<file path="src/rtl/stats_pkg.sv">
// Shared state encoding, error codes and default widths for the
// sliding-window mean/variance sequencer.
package stats_pkg;
  localparam int unsigned DEF_DW = 32;
  localparam int unsigned DEF_AW = 32;
  localparam int unsigned DEF_CW = 16;

  typedef enum logic [1:0] {
    S_IDLE    = 2'd0,
    S_ISSUE   = 2'd1,
    S_WAIT    = 2'd2,
    S_PRESENT = 2'd3
  } state_t;

  localparam logic [1:0] ERR_NONE    = 2'd0;
  localparam logic [1:0] ERR_CFG     = 2'd1;
  localparam logic [1:0] ERR_OVF     = 2'd2;
  localparam logic [1:0] ERR_TIMEOUT = 2'd3;
endpackage

</file>
<file path="src/rtl/stats_watchdog.sv">
// Loadable down-counter: clear reloads, enable counts down, expire flags
// the last enabled cycle before the budget runs out.
module stats_watchdog #(
  parameter int unsigned W = 13
) (
  input  logic         clk,
  input  logic         rst,
  input  logic         clear,
  input  logic [W-1:0] load_val,
  input  logic         en,
  output logic         expire
);
  logic [W-1:0] cnt;

  always_ff @(posedge clk) begin
    if (rst) begin
      cnt <= '0;
    end else if (clear) begin
      cnt <= load_val;
    end else if (en && cnt != '0) begin
      cnt <= cnt - W'(1);
    end
  end

  assign expire = en && (cnt == W'(1));
endmodule

</file>
<file path="src/rtl/stats_window_sched.sv">
// Issues one mean/variance datapath run per sliding window and presents
// each result on a valid/ready port.
module stats_window_sched
  import stats_pkg::*;
#(
  parameter int unsigned DW      = DEF_DW,
  parameter int unsigned AW      = DEF_AW,
  parameter int unsigned CW      = DEF_CW,
  parameter int unsigned TIMEOUT = 4096
) (
  input  logic          Clk,
  input  logic          Rst,
  input  logic          cfg_start,
  input  logic          cfg_abort,
  input  logic [AW-1:0] cfg_base,
  input  logic [AW-1:0] cfg_len,
  input  logic [AW-1:0] cfg_stride,
  input  logic [CW-1:0] cfg_count,
  output logic          busy,
  output logic          var_start,
  output logic [AW-1:0] var_si,
  output logic [AW-1:0] var_ei,
  input  logic          var_done,
  input  logic [DW-1:0] var_mean,
  input  logic [DW-1:0] var_variance,
  output logic          res_valid,
  input  logic          res_ready,
  output logic [DW-1:0] res_mean,
  output logic [DW-1:0] res_variance,
  output logic [CW-1:0] res_win,
  output logic          run_done,
  output logic          err,
  output logic [1:0]    err_code
);
  localparam int unsigned WDW   = (TIMEOUT > 1) ? $clog2(TIMEOUT + 1) : 1;
  localparam bit          WD_ON = (TIMEOUT != 0);

  state_t        state;
  logic [AW-1:0] len, stride, si;
  logic [CW-1:0] count, win;
  logic          ovf;
  logic [AW-1:0] next_si, next_len;
  logic [AW:0]   next_end;
  logic          wd_expire;

  // Window bounds are computed on the edge that enters ISSUE so var_start
  // can be registered and still appear one cycle after start/transfer.
  always_comb begin
    next_si  = (state == S_IDLE) ? cfg_base : si + stride;
    next_len = (state == S_IDLE) ? cfg_len : len;
    next_end = {1'b0, next_si} + {1'b0, next_len};
  end

  stats_watchdog #(.W(WDW)) u_wd (
    .clk      (Clk),
    .rst      (Rst),
    .clear    (state == S_ISSUE),
    .load_val (WDW'(TIMEOUT)),
    .en       (WD_ON && (state == S_WAIT)),
    .expire   (wd_expire)
  );

  assign busy = (state != S_IDLE);

  always_ff @(posedge Clk) begin
    if (Rst) begin
      state        <= S_IDLE;
      len          <= '0;
      stride       <= '0;
      si           <= '0;
      count        <= '0;
      win          <= '0;
      ovf          <= 1'b0;
      var_start    <= 1'b0;
      var_si       <= '0;
      var_ei       <= '0;
      res_valid    <= 1'b0;
      res_mean     <= '0;
      res_variance <= '0;
      res_win      <= '0;
      run_done     <= 1'b0;
      err          <= 1'b0;
      err_code     <= ERR_NONE;
    end else begin
      var_start <= 1'b0;
      run_done  <= 1'b0;
      if (cfg_abort && state != S_IDLE) begin
        state     <= S_IDLE;
        res_valid <= 1'b0;
        run_done  <= 1'b1;
      end else begin
        unique case (state)
          S_IDLE: begin
            if (cfg_start) begin
              len      <= cfg_len;
              stride   <= cfg_stride;
              count    <= cfg_count;
              win      <= '0;
              si       <= cfg_base;
              err      <= 1'b0;
              err_code <= ERR_NONE;
              if (cfg_len == '0 || cfg_count == '0) begin
                err      <= 1'b1;
                err_code <= ERR_CFG;
                run_done <= 1'b1;
              end else begin
                state     <= S_ISSUE;
                var_si    <= next_si;
                var_ei    <= next_end[AW-1:0];
                ovf       <= next_end[AW];
                var_start <= !next_end[AW];
              end
            end
          end
          S_ISSUE: begin
            if (ovf) begin
              err      <= 1'b1;
              err_code <= ERR_OVF;
              run_done <= 1'b1;
              state    <= S_IDLE;
            end else begin
              state <= S_WAIT;
            end
          end
          S_WAIT: begin
            if (var_done) begin
              res_mean     <= var_mean;
              res_variance <= var_variance;
              res_win      <= win;
              res_valid    <= 1'b1;
              state        <= S_PRESENT;
            end else if (wd_expire) begin
              err      <= 1'b1;
              err_code <= ERR_TIMEOUT;
              run_done <= 1'b1;
              state    <= S_IDLE;
            end
          end
          S_PRESENT: begin
            if (res_ready) begin
              res_valid <= 1'b0;
              if (win == count - CW'(1)) begin
                run_done <= 1'b1;
                state    <= S_IDLE;
              end else begin
                win       <= win + CW'(1);
                si        <= next_si;
                state     <= S_ISSUE;
                var_si    <= next_si;
                var_ei    <= next_end[AW-1:0];
                ovf       <= next_end[AW];
                var_start <= !next_end[AW];
              end
            end
          end
          default: state <= S_IDLE;
        endcase
      end
    end
  end
endmodule

</file>
<file path="config.mk">
export PLATFORM = sky130hd
export DESIGN_NAME = stats_window_sched
export DESIGN_NICKNAME = d
export VERILOG_FILES = /design/src/rtl/stats_pkg.sv /design/src/rtl/stats_watchdog.sv /design/src/rtl/stats_window_sched.sv
export SDC_FILE = /design/constraint.sdc
export NUM_CORES = 1
export LEC_CHECK = 0
export CORE_AREA = 10 10 200 202
export DETAILED_ROUTE_END_ITERATION = 8
export DIE_AREA = 0 0 210 212
export GPL_TIMING_DRIVEN = 0
export HOLD_SLACK_MARGIN = 0.06
export PLACE_DENSITY_LB_ADDON = 0.08
export SKIP_LAST_GASP = 1
export SLEW_MARGIN = 10
export SYNTH_ARGS = -nofsm -noshare
export SYNTH_HDL_FRONTEND = slang
export SYNTH_SLANG_ARGS = --single-unit
</file>
<file path="constraint.sdc">
create_clock -name Clk -period 6.9 [get_ports Clk]
set_clock_uncertainty 0.2 [all_clocks]
set_input_delay 0.69 -clock Clk [delete_from_list [all_inputs] [get_ports Clk]]
set_output_delay 0.69 -clock Clk [all_outputs]
set_load 0.005 [all_outputs]
</file>
---- Word-level counts from Yosys, hierarchy flattened ----
Index checks and enable logic that the tools add are counted.
operators by class
  multiplexer cells ....................... 61
  reductions and logical operators ........ 23
  bitwise operators ....................... 1
  add/subtract/negate cells ............... 5
  equality and inequality tests ........... 14
operators with widths
  operator                 count
  $mux W32                 11
  $pmux W32 S2             3
  $mux W16                 3
  $add A32 B32 Y33         1
  $add A32 B32 Y32         1
  $logic_not A32 Y1        1
  $pmux W16 S2             1
  $mux W13                 2
  $mux W1                  24
  $mux W2                  10
  $add A16 B1 Y16 const B  1
  $eq A16 B16 Y1           1
  $logic_not A16 Y1        1
  $ne A2 B2 Y1 const B     8
  $sub A16 B1 Y16 const B  1
  $eq A13 B1 Y1 const B    1
  $reduce_bool A13 Y1      1
  $sub A13 B1 Y13 const B  1
  $reduce_and A6 Y1        2
  $reduce_and A3 Y1        3
  $pmux W2 S4              1
  $reduce_bool A2 Y1       4
  $pmux W1 S2              3
  $pmux W2 S3              1
  other kinds (14)         18
storage, ports and cells
  flip-flop bits (word level) ............. 294
  input port bits ......................... 182
  output and inout bits ................... 151

---- Depth between registers and ports, before layout ----
Gate-level depths: netlist (run 1).
  word-level depth ........................ 7
  depth in mapped cells ................... 23
  depth with buffers taken out ............ 22

---- By module ----
Synthesis (run 1) repeated with hierarchy kept, for this count alone.
unflattened totals
  cell total of the unflattened synthesis .. 2077
  area, all modules ....................... 16169.3 um^2
by module, submodules not included
  module              cells an instance  instances  area an instance (um^2)
  stats_window_sched  1975               1          15319.7
  stats_watchdog      102                1          849.6

---- Worst setup path after synthesis (run 1) ----
Ideal clock, no wire load.
  path type ............................... flip-flop to flip-flop
  start ................................... reg state[0]
  end ..................................... reg ovf
  arrival ................................. 4.529 ns
  stages on the path, launching flop included .. 20
  period minus slack after synthesis ...... 4.876 ns
  setup slack ............................. 2.024 ns
  library setup time ...................... 0.146 ns
  path buffers ............................ 4
  required time ........................... 6.554 ns
  path through ............................ dfxtp_1 -> inv_1 -> ha_1 -> clkbuf_1 -> buf_1 -> clkbuf_1 -> buf_1 -> mux2_2 -> ha_1 -> fa_1 -> a21oi_1 -> o21ai_0 -> a21oi_1 -> o211ai_1 -> a211oi_1 -> nor2_1 -> a221o_1 -> a221o_1 -> nor2_1 -> a211oi_1
between the ends
  longest elaborated chain between the ends .. 6
ends and longest elaborated chain
  what                         RTL line                                                                      RTL
  start: declaration           stats_window_sched.sv:38                                                      state_t state;
  start signal: assignment     stats_window_sched.sv:67                                                      state <= S_IDLE;
  start signal: assignment     stats_window_sched.sv:88                                                      state <= S_IDLE;
  start signal: assignment     stats_window_sched.sv:107                                                     state <= S_ISSUE;
  $logic_not A2 Y1             stats_window_sched.sv:49, stats_window_sched.sv:50, stats_window_sched.sv:92
  $mux W32 (on tied branches)  stats_window_sched.sv:49, stats_window_sched.sv:50
  $add A32 B32 Y33             stats_window_sched.sv:51                                                      next_end = {1'b0, next_si} + {1'b0, next_len};
  $mux W1 (on tied branches)   stats_window_sched.sv:142, stats_window_sched.sv:102
  $mux W1 (on tied branches)   stats_window_sched.sv:140, stats_window_sched.sv:94
  $pmux W1 S2                  stats_window_sched.sv:92                                                      unique case (state)
  end signal: assignment       stats_window_sched.sv:110                                                     ovf <= next_end[AW];
  end signal: assignment       stats_window_sched.sv:151                                                     ovf <= next_end[AW];
  end: declaration             stats_window_sched.sv:41                                                      logic ovf;
Several ways; a longest one is shown, not always the timed one. The select of a mux whose other input is x is not followed.
A chain may end at the register's enable or synchronous reset.

---- Final worst setup path (run 1) ----
Ends and elaborated chain as after synthesis.

==> report_table.html, run 1 <==
<table>
<tr><th>Metric</th><th>Value</th></tr>
<tr><th colspan="2">Clocking</th></tr>
<tr><td>Clock root cell</td><td>sky130_fd_sc_hd__clkbuf_16</td></tr>
<tr><td>Post-cts sizing count</td><td>0</td></tr>
<tr><td>Post-CTS setup buffer count</td><td>0</td></tr>
<tr><td>Clock latency reported for the late side of the worst-skew pair</td><td>around 0.53 ns</td></tr>
<tr><td># H-tree levels</td><td>2</td></tr>
<tr><td>Number of buffers inserted for hold repair after clock tree synthesis</td><td>0</td></tr>
<tr><td>Number of clock sinks</td><td>294</td></tr>
<tr><td>Clk pin slew, worst setup/hold paths</td><td>about 0.060 ns</td></tr>
<tr><td>TritonCTS clock tree</td><td>built</td></tr>
<tr><td>Maximum buffer depth of the clock tree</td><td>3</td></tr>
<tr><td>TritonCTS Buffers</td><td>36</td></tr>
<tr><th colspan="2">Global route</th></tr>
<tr><td>Number of global-route vias before repair</td><td>around 15k</td></tr>
<tr><td>Overflow after GRT</td><td>0</td></tr>
<tr><td>Maximum number of pins on one net before global-route repair</td><td>14</td></tr>
<tr><td>Aggregate global-route resource usage</td><td>0.2542</td></tr>
<tr><td>Number of antenna violations at the first check in global routing</td><td>1</td></tr>
<tr><td>Wire length of the first global-routing pass</td><td>between 80000 and 90000 um</td></tr>
<tr><th colspan="2">Layout</th></tr>
<tr><td>Proportion of layout cells with a drive suffix above 1</td><td>0.06286</td></tr>
<tr><td>Layout Area Growth over Synthesis</td><td>32.58%</td></tr>
<tr><td>Number of antenna cells inserted</td><td>0</td></tr>
<tr><td>Total area of sequential cells</td><td>0.005886 mm2</td></tr>
<tr><td># fillers</td><td>between 3k and 4k</td></tr>
<tr><td>Area taken by multi-input logic gates</td><td>about 0.0091 mm2</td></tr>
<tr><td>Total number of nets in the final design</td><td>2648</td></tr>
<tr><th colspan="2">Route</th></tr>
<tr><td>Ratio of routed vias to standard cells</td><td>5.570</td></tr>
<tr><td>Highest signal layer in the routed design</td><td>met5</td></tr>
<tr><td>Drt wl/cell</td><td>between 20 and 25 um</td></tr>
<tr><td>Detail Route met3 WL</td><td>4453 um</td></tr>
<tr><td>Met2 wire length</td><td>between 20000 and 30000 um</td></tr>
<tr><td>Number of DRC violations after detailed routing</td><td>0</td></tr>
<tr><td>Drt first pass iters</td><td>5</td></tr>
<tr><td>Post-Route WL</td><td>between 50000 and 60000 um</td></tr>
<tr><td>Number of DRC violations after detailed-routing iteration 0</td><td>about 1.3k</td></tr>
<tr><td>Final ANT Viol Nets</td><td>0</td></tr>
<tr><td>Via count</td><td>16.08k</td></tr>
<tr><td>Met1 wire length</td><td>around 26000 um</td></tr>
<tr><th colspan="2">STA</th></tr>
<tr><td>Final hold violation count</td><td>0</td></tr>
<tr><td>Setup TNS after final layout</td><td>0 ns</td></tr>
<tr><td>Slew HR</td><td>0.3020</td></tr>
<tr><td>Unrepaired setup endpoints after global routing</td><td>no</td></tr>
<tr><td>Slew at the pin closest to its max-slew limit</td><td>between 1 and 1.5 ns</td></tr>
<tr><td>Fmax achieved</td><td>0.1495 GHz</td></tr>
<tr><td>Total count of max-transition violations in the final report</td><td>0</td></tr>
<tr><td>Minimum period implied by the final worst setup slack</td><td>6.690 ns</td></tr>
<tr><td>Final number of setup-violating endpoints</td><td>0</td></tr>
<tr><td>Share of the cycle needed by the critical path after routing</td><td>0.9696</td></tr>
<tr><th colspan="2">Critical path</th></tr>
<tr><td>Register-to-register setup slack</td><td>around 0.21 ns</td></tr>
<tr><td>Startpoint of the most critical setup path</td><td>state[0]</td></tr>
<tr><td>Worst R2R Path Depth</td><td>19</td></tr>
<tr><td>Worst setup path end</td><td>ovf</td></tr>
<tr><td>CP required</td><td>roughly 7.1 ns</td></tr>
<tr><td>Critical Path Source Type</td><td>flip-flop</td></tr>
<tr><td>Worst r2r dst</td><td>ovf</td></tr>
<tr><td>Maximum fanout count along the critical path</td><td>10</td></tr>
<tr><td>CP Data Arrival Time</td><td>around 7 ns</td></tr>
<tr><td>FF-to-FF Start</td><td>state[0]</td></tr>
<tr><td>Critical setup path kind</td><td>flip-flop to flip-flop</td></tr>
<tr><td>Kind of end point of the critical path</td><td>flip-flop</td></tr>
<tr><th colspan="2">Worst hold path</th></tr>
<tr><td>Path category of the worst min-delay check</td><td>flip-flop to flip-flop</td></tr>
<tr><th colspan="2">Synthesis</th></tr>
<tr><td>Synth top area share</td><td>0.3754</td></tr>
<tr><td>Average cell area after synthesis</td><td>7.750 um2</td></tr>
<tr><td>Cells taking the most area after synthesis</td><td>sky130_fd_sc_hd__dfxtp_1 (38%), sky130_fd_sc_hd__nand2_1 (11%), sky130_fd_sc_hd__a21oi_1 (9.2%)</td></tr>
<tr><td>Number of enable-type register cells in the synthesized netlist</td><td>0</td></tr>
<tr><td>Share of synthesized cell area in and, or, nand and nor gates</td><td>0.2276</td></tr>
<tr><td>Gate count of the mapped netlist</td><td>a little over 2k</td></tr>
<tr><td>Mapped Area</td><td>around 0.016 mm2</td></tr>
<tr><td>Net count of the mapped netlist</td><td>between 2k and 2.5k</td></tr>
<tr><td>Post-synth top area cell</td><td>sky130_fd_sc_hd__dfxtp_1</td></tr>
<tr><td>Largest family of logic cells by synthesized area</td><td>simple AND/OR/NAND/NOR gates</td></tr>
<tr><td>Sequential fraction of the synthesis area</td><td>0.3754</td></tr>
<tr><td>Fraction of synthesized area in multiplexers</td><td>0.03647</td></tr>
<tr><td>Async S/R FF share, synth</td><td>0</td></tr>
<tr><td>Ys Warns</td><td>0</td></tr>
<tr><td>Arithmetic-cell share of the synthesized area counting full adders, half adders and majority gates</td><td>0.05922</td></tr>
<tr><td>Post-synthesis register bit count</td><td>about 290</td></tr>
<tr><td>Synth Flop Type</td><td>sky130_fd_sc_hd__dfxtp_1</td></tr>
<tr><td>Distinct cell type count after synthesis</td><td>between 80 and 90</td></tr>
<tr><td>Synth Area in Compound Gates</td><td>0.2079</td></tr>
<tr><td>Share of the synthesized netlist area taken by xor and xnor gates</td><td>0.04749</td></tr>
<tr><th colspan="2">Pwr</th></tr>
<tr><td>Static power due to leakage</td><td>between 8 and 9 nW</td></tr>
<tr><td>Power, Total</td><td>approximately 5.7 mW</td></tr>
<tr><td>Cell Pwr Density</td><td>~270 mW/mm2</td></tr>
<tr><td>Largest vdd supply drop</td><td>around 0.00017 V</td></tr>
<tr><th colspan="2">Floorplan</th></tr>
<tr><td>Initial standard-cell utilization of the core</td><td>0.4345</td></tr>
<tr><td>Die X</td><td>between 200 and 250 um</td></tr>
<tr><td>Core area</td><td>0.03608 mm2</td></tr>
<tr><td>Die boundary height</td><td>212 um</td></tr>
<tr><td>Overall die area</td><td>~0.045 mm2</td></tr>
<tr><td>Total number of placement rows</td><td>70</td></tr>
<tr><td>Ports</td><td>333</td></tr>
<tr><th colspan="2">Outcome</th></tr>
<tr><td>Status</td><td>finished, final reports clean</td></tr>
<tr><th colspan="2">Place</th></tr>
<tr><td>HPWL after detailed placement</td><td>~47000 um</td></tr>
<tr><td>Input/output buffers</td><td>~330</td></tr>
<tr><td>Placer Congestion</td><td>roughly 0.95</td></tr>
<tr><th colspan="2">Run</th></tr>
<tr><td>Count of max-cap constraint violations</td><td>0</td></tr>
</table>
## area by class of cell
type / instances / share of cell area
plain buffers: 126 / 0.02685
clock buffers: 48 / 0.04846
repair buffers: 332 / 0.1601
flip-flops and latches: 294 / 0.2832
clock inverters: 15 / 0.008849
well taps: 468 / 0.02817
inverters: 43 / 0.007765
multi-input cells: 1560 / 0.4366
## metal layers
layer	global-route usage	vias to the layer above
met1	0.3244	7582
met3	0.05194	96
met4	0.08782	2
li1	-	7788
met2	0.4186	608
met5	0	-
## worst max-delay path, cell delays in order (launching register included)
cell and delay [ns]:
sky130_fd_sc_hd__dfxtp_1 0.34, sky130_fd_sc_hd__inv_1 0.10, sky130_fd_sc_hd__ha_1 0.15, sky130_fd_sc_hd__clkbuf_1 0.39, sky130_fd_sc_hd__buf_1 0.50, sky130_fd_sc_hd__clkbuf_1 0.52, sky130_fd_sc_hd__buf_1 0.69, sky130_fd_sc_hd__mux2_2 0.43
sky130_fd_sc_hd__ha_1 0.21, sky130_fd_sc_hd__fa_1 0.41, sky130_fd_sc_hd__a21oi_1 0.24, sky130_fd_sc_hd__o21ai_0 0.12, sky130_fd_sc_hd__a21oi_1 0.28, sky130_fd_sc_hd__o211ai_1 0.28, sky130_fd_sc_hd__a211oi_1 0.54, sky130_fd_sc_hd__nor2_1 0.20
sky130_fd_sc_hd__a221o_1 0.39, sky130_fd_sc_hd__a221o_1 0.38, sky130_fd_sc_hd__nor2_1 0.10, sky130_fd_sc_hd__a211oi_1 0.05
## power breakdown
group / internal (mW) / switching, mW
clock network: 1.18 / 0.757
logic: 0.768 / 1.03
registers: 1.85 / 0.107
total: 3.79 / 1.89
## synth_stat cells, types with 5 or more instances
cell,count
sky130_fd_sc_hd__dfxtp_1,294
sky130_fd_sc_hd__a211oi_2,14
sky130_fd_sc_hd__o21bai_1,13
sky130_fd_sc_hd__ha_1,71
sky130_fd_sc_hd__a31oi_1,18
sky130_fd_sc_hd__nand3_1,32
sky130_fd_sc_hd__nor2_1,151
sky130_fd_sc_hd__nor2b_1,10
sky130_fd_sc_hd__a21oi_1,288
sky130_fd_sc_hd__nand2_1,460
sky130_fd_sc_hd__mux2_2,33
sky130_fd_sc_hd__clkbuf_1,98
sky130_fd_sc_hd__a211oi_1,27
sky130_fd_sc_hd__inv_1,41
sky130_fd_sc_hd__buf_1,6
sky130_fd_sc_hd__or2_2,9
sky130_fd_sc_hd__nand4_1,20
sky130_fd_sc_hd__or3_1,6
sky130_fd_sc_hd__a21o_1,26
sky130_fd_sc_hd__o21ai_0,71
sky130_fd_sc_hd__nand2b_1,9
sky130_fd_sc_hd__nor3_1,32
sky130_fd_sc_hd__o21a_1,8
sky130_fd_sc_hd__o211a_1,5
sky130_fd_sc_hd__buf_2,11
sky130_fd_sc_hd__buf_6,8
sky130_fd_sc_hd__nor4_1,23
sky130_fd_sc_hd__xnor2_1,56
sky130_fd_sc_hd__xor2_1,29
sky130_fd_sc_hd__and3_1,30
sky130_fd_sc_hd__nor3b_1,7
sky130_fd_sc_hd__mux2i_1,20
sky130_fd_sc_hd__o211ai_1,10
## logic make-up after synthesis
| kind of cell | after synthesis |
|---|---|
| xor+xnor | 85 |
| buf+inv | 169 |
| flops | 294 |
| mux | 53 |
| fa+ha+maj | 73 |
| compound gates | 534 |
| simple gates | 815 |
## cell usage in the layout (no fill, tap or decap), types with 33 or more instances in the layout
cell type                         instances
sky130_fd_sc_hd__ha_1                    71
sky130_fd_sc_hd__clkdlybuf4s50_1        331
sky130_fd_sc_hd__inv_1                   41
sky130_fd_sc_hd__a21oi_1                288
sky130_fd_sc_hd__nor2_1                 150
sky130_fd_sc_hd__clkbuf_1               105
sky130_fd_sc_hd__clkbuf_16               37
sky130_fd_sc_hd__xnor2_1                 56
sky130_fd_sc_hd__dfxtp_1                294
sky130_fd_sc_hd__o21ai_0                 71
sky130_fd_sc_hd__nand2_1                460
sky130_fd_sc_hd__mux2_2                  33
## stage by stage
step | instance area (um2) | cells | utilization | worst slack, ns | hold slack [ns]
finish | 20780 | 2886 | 0.5760 | 0.2095 | 0.2499
global route | 20780 | 2886 | 0.5760 | 0.09912 | 0.2683
CTS | 20780 | 2886 | 0.5760 | 0.4200 | 0.2513
detailed placement | 19590 | 2823 | 0.5430 | 0.4374 | 0.2438
global placement | 19580 | 2822 | 0.5425 | 0.4896 | 0.2383
floorplan | 15680 | 2023 | - | 2.024 | 0.2338
## registers in the layout, indices dropped and copies added (netlist names), 2 cells and up
name and flops:
len 32, res_mean 32, res_variance 32, si 32, stride 32, var_ei 32, var_si 32, count 16
res_win 16, win 16, u_wd.cnt 13, err_code 2, state 2
## how the worst min path moves through the flow
stage / startpoint / end / cells after the start
4_1_cts: var_ei[24] / var_ei[24] / 2
3_3_place_gp: len[7] / len[7] / 2
3_5_place_dp: var_ei[12] / var_ei[12] / 2
6_report: var_ei[24] / var_ei[24] / 2
5_1_grt: res_variance[17] / res_variance[17] / 2
2_1_floorplan: len[0] / len[0] / 2
Note: power is estimated with default switching activity, not from simulation.
==> inputs of run 2 (changes only) <==
--- a/config.mk
+++ b/config.mk
@@ -5,9 +5,10 @@
 export SDC_FILE = /design/constraint.sdc
 export NUM_CORES = 1
 export LEC_CHECK = 0
-export CORE_AREA = 10 10 200 202
+export CORE_AREA = 10 10 185 187
+export CTS_CLUSTER_DIAMETER = 60
 export DETAILED_ROUTE_END_ITERATION = 8
-export DIE_AREA = 0 0 210 212
+export DIE_AREA = 0 0 195 197
 export GPL_TIMING_DRIVEN = 0
 export HOLD_SLACK_MARGIN = 0.06
 export PLACE_DENSITY_LB_ADDON = 0.08
==> run 2 against run 1 <==
Clock power rose by 4%. Highest routed layer unchanged. Sequential power barely moved. Critical path depth did not move. First-iteration DRC count fell by 0.93%. Register-to-register slack improved by 0.19 ns.
==> report_table.html, run 2 (synthesized netlist as in run 1, its figures left out) <==
<table>
<tr><th>Metric</th><th>Value</th></tr>
<tr><th colspan="2">Route</th></tr>
<tr><td>Number of DRC violations after detailed-routing iteration 0</td><td>1275 (was 1287)</td></tr>
<tr><td>Number of DRC violations after detailed routing</td><td>0 (unchanged)</td></tr>
<tr><td>Post-Route WL</td><td>58790 um (was 59610 um)</td></tr>
<tr><td>Final ANT Viol Nets</td><td>0 (unchanged)</td></tr>
<tr><td>Ratio of routed vias to standard cells</td><td>5.816 (was 5.570)</td></tr>
<tr><td>Drt first pass iters</td><td>5 (unchanged)</td></tr>
<tr><td>Drt wl/cell</td><td>20.90 um (was 20.65 um)</td></tr>
<tr><td>Via count</td><td>16.36k (was 16.08k)</td></tr>
<tr><th colspan="2">STA</th></tr>
<tr><td>Final number of setup-violating endpoints</td><td>0 (unchanged)</td></tr>
<tr><td>Slew HR</td><td>0.2919 (was 0.3020)</td></tr>
<tr><td>Slew at the pin closest to its max-slew limit</td><td>1.051 ns (was 1.036 ns)</td></tr>
<tr><td>Fmax achieved</td><td>0.1538 GHz (was 0.1495 GHz)</td></tr>
<tr><td>Setup TNS after final layout</td><td>0 ns (unchanged)</td></tr>
<tr><td>Final hold violation count</td><td>0 (unchanged)</td></tr>
<tr><td>Share of the cycle needed by the critical path after routing</td><td>0.9422 (was 0.9696)</td></tr>
<tr><td>Minimum period implied by the final worst setup slack</td><td>6.501 ns (was 6.690 ns)</td></tr>
<tr><td>Unrepaired setup endpoints after global routing</td><td>no (unchanged)</td></tr>
<tr><td>Total count of max-transition violations in the final report</td><td>0 (unchanged)</td></tr>
<tr><th colspan="2">Critical path</th></tr>
<tr><td>Critical Path Source Type</td><td>flip-flop (unchanged)</td></tr>
<tr><td>Startpoint of the most critical setup path</td><td>state[0] (unchanged)</td></tr>
<tr><td>CP required</td><td>7.07 ns (about the same)</td></tr>
<tr><td>CP Data Arrival Time</td><td>6.67 ns (was 6.86 ns)</td></tr>
<tr><td>Kind of end point of the critical path</td><td>flip-flop (unchanged)</td></tr>
<tr><td>FF-to-FF Start</td><td>state[0] (unchanged)</td></tr>
<tr><td>Maximum fanout count along the critical path</td><td>10 (unchanged)</td></tr>
<tr><td>Critical setup path kind</td><td>flip-flop to flip-flop (unchanged)</td></tr>
<tr><td>Register-to-register setup slack</td><td>0.40 ns (was 0.21 ns)</td></tr>
<tr><th colspan="2">Layout</th></tr>
<tr><td>Layout Area Growth over Synthesis</td><td>32.36% (was 32.58%)</td></tr>
<tr><td>Top library cells by usage in the layout, fill and taps aside</td><td>sky130_fd_sc_hd__nand2_1 (460), sky130_fd_sc_hd__clkdlybuf4s50_1 (331), sky130_fd_sc_hd__dfxtp_1 (294), sky130_fd_sc_hd__a21oi_1 (288), sky130_fd_sc_hd__nor2_1 (150) (unchanged)</td></tr>
<tr><td>Most common cell after layout, fill and taps aside</td><td>sky130_fd_sc_hd__nand2_1 (unchanged)</td></tr>
<tr><td>Number of antenna cells inserted</td><td>0 (unchanged)</td></tr>
<tr><td>Final standard cell utilization of the core</td><td>0.6819 (was 0.5760)</td></tr>
<tr><td>Proportion of layout cells with a drive suffix above 1</td><td>0.06289 (was 0.06286)</td></tr>
<tr><td>Total number of nets in the final design</td><td>2648 (unchanged)</td></tr>
<tr><th colspan="2">Clocking</th></tr>
<tr><td>TritonCTS Buffers</td><td>36 (unchanged)</td></tr>
<tr><td>Number of buffers inserted for hold repair after clock tree synthesis</td><td>0 (unchanged)</td></tr>
<tr><td>Post-CTS setup buffer count</td><td>0 (unchanged)</td></tr>
<tr><td>Maximum buffer depth of the clock tree</td><td>3 (unchanged)</td></tr>
<tr><td>Clock latency reported for the late side of the worst-skew pair</td><td>0.52 ns (was 0.53 ns)</td></tr>
<tr><td># H-tree levels</td><td>2 (unchanged)</td></tr>
<tr><td>TritonCTS clock tree</td><td>built (unchanged)</td></tr>
<tr><td>Clock root cell</td><td>sky130_fd_sc_hd__clkbuf_16 (unchanged)</td></tr>
<tr><td>Clk pin slew, worst setup/hold paths</td><td>0.06 ns (about the same)</td></tr>
<tr><td>Post-cts sizing count</td><td>0 (unchanged)</td></tr>
<tr><td>Number of clock sinks</td><td>294 (unchanged)</td></tr>
<tr><th colspan="2">Floorplan</th></tr>
<tr><td>Overall die area</td><td>0.03842 mm2 (was 0.04452 mm2)</td></tr>
<tr><td>Ports</td><td>333 (unchanged)</td></tr>
<tr><td>Die boundary height</td><td>197 um (was 212 um)</td></tr>
<tr><td>Initial standard-cell utilization of the core</td><td>0.5152 (was 0.4345)</td></tr>
<tr><td>Core area</td><td>0.03043 mm2 (was 0.03608 mm2)</td></tr>
<tr><td>Die X</td><td>195 um (was 210 um)</td></tr>
<tr><td>Total number of placement rows</td><td>64 (was 70)</td></tr>
<tr><th colspan="2">Outcome</th></tr>
<tr><td>Status</td><td>finished, final reports clean (unchanged)</td></tr>
<tr><th colspan="2">Pwr</th></tr>
<tr><td>Static power due to leakage</td><td>8.061 nW (was 8.031 nW)</td></tr>
<tr><td>Cell Pwr Density</td><td>277.5 mW/mm2 (was 273.4 mW/mm2)</td></tr>
<tr><td>Largest vdd supply drop</td><td>0.0002020 V (was 0.0001682 V)</td></tr>
<tr><th colspan="2">Place</th></tr>
<tr><td>HPWL after detailed placement</td><td>45630 um (was 46600 um)</td></tr>
<tr><td>Input/output buffers</td><td>331 (unchanged)</td></tr>
<tr><td>Placer Congestion</td><td>0.9699 (was 0.9497)</td></tr>
<tr><th colspan="2">Global route</th></tr>
<tr><td>Maximum number of pins on one net before global-route repair</td><td>13 (was 14)</td></tr>
<tr><td>Number of antenna violations at the first check in global routing</td><td>1 (unchanged)</td></tr>
<tr><td>Aggregate global-route resource usage</td><td>0.2871 (was 0.2542)</td></tr>
<tr><td>GRT met3 Usage</td><td>0.05193 (was 0.05194)</td></tr>
<tr><td>Number of global-route vias before repair</td><td>15.51k (was 15.26k)</td></tr>
<tr><td>Gr busiest metal</td><td>met2 (unchanged)</td></tr>
<tr><td>Met1 usage in global routing</td><td>0.3616 (was 0.3244)</td></tr>
<tr><td>Wire length of the first global-routing pass</td><td>88630 um (was 89740 um)</td></tr>
<tr><td>Met2 usage</td><td>0.4784 (was 0.4186)</td></tr>
<tr><td>Overflow after GRT</td><td>0 (unchanged)</td></tr>
<tr><th colspan="2">Run</th></tr>
<tr><td>Count of max-cap constraint violations</td><td>0 (unchanged)</td></tr>
<tr><th colspan="2">Worst hold path</th></tr>
<tr><td>Worst Min Path Start</td><td>var_ei[15] (was var_ei[24])</td></tr>
<tr><td>Path category of the worst min-delay check</td><td>flip-flop to flip-flop (unchanged)</td></tr>
</table>
==> run 2: worst paths after layout <==
kind                            cells after the start          to
worst max-delay path                               19         ovf
worst min register to register                      2  var_ei[15]
worst min-delay path                                2  var_ei[15]
worst max register to register                     19         ovf
==> run 2: area by class of cell <==
cell class,count,area [um2]
fillers,2621,9678
clock buffers,51,1049
well taps,396,495.5
repair buffers,332,3328
multi-input cells,1560,9075
flip-flops and latches,294,5886
inverters,43,161.4
clock inverters,11,197.7
plain buffers,126,559.3
==> run 2: stage by stage <==
step | power [mW] | area (um2) | std cells | setup WS [ns] | hold slack (ns)
3_5_place_dp | 3.744 | 19500 | 2751 | 0.3456 | 0.2454
5_1_grt | 5.996 | 20750 | 2813 | 0.1928 | 0.2693
6_report | 5.758 | 20750 | 2813 | 0.3987 | 0.2520
3_3_place_gp | 3.713 | 19490 | 2750 | 0.4196 | 0.2389
2_1_floorplan | 3.047 | 15680 | 2023 | 2.024 | 0.2338
4_1_cts | 5.741 | 20750 | 2813 | 0.3265 | 0.2532
==> run 2: worst max-delay path, stage by stage (launching register included) <==
cell                       delay [ns]
sky130_fd_sc_hd__dfxtp_1         0.34
sky130_fd_sc_hd__inv_1           0.09
sky130_fd_sc_hd__ha_1            0.14
sky130_fd_sc_hd__clkbuf_1        0.43
sky130_fd_sc_hd__buf_1           0.49
sky130_fd_sc_hd__clkbuf_1        0.54
sky130_fd_sc_hd__clkbuf_2        0.44
sky130_fd_sc_hd__mux2_2          0.42
sky130_fd_sc_hd__ha_1            0.22
sky130_fd_sc_hd__fa_1            0.42
sky130_fd_sc_hd__a21oi_1         0.21
sky130_fd_sc_hd__o21ai_0         0.13
sky130_fd_sc_hd__a21oi_1         0.28
sky130_fd_sc_hd__o211ai_1        0.27
sky130_fd_sc_hd__a211oi_1        0.54
sky130_fd_sc_hd__nor2_1          0.19
sky130_fd_sc_hd__a221o_1         0.40
sky130_fd_sc_hd__a221o_1         0.40
sky130_fd_sc_hd__nor2_1          0.11
sky130_fd_sc_hd__a211oi_1        0.05
==> run 2: where the power goes <==
part	total (mW)	switching, mW	internal, mW	leakage [nW]
clock network	2.01	0.759	1.25	0.613
logic	1.80	1.03	0.768	5.05
registers	1.95	0.107	1.85	2.40
==> run 2: routing by layer <==
layer	vias to the layer above	wire length, um
met5	-	17
met4	2	2231
met1	7699	24410
met2	735	27620
li1	7792	-
met3	133	4504
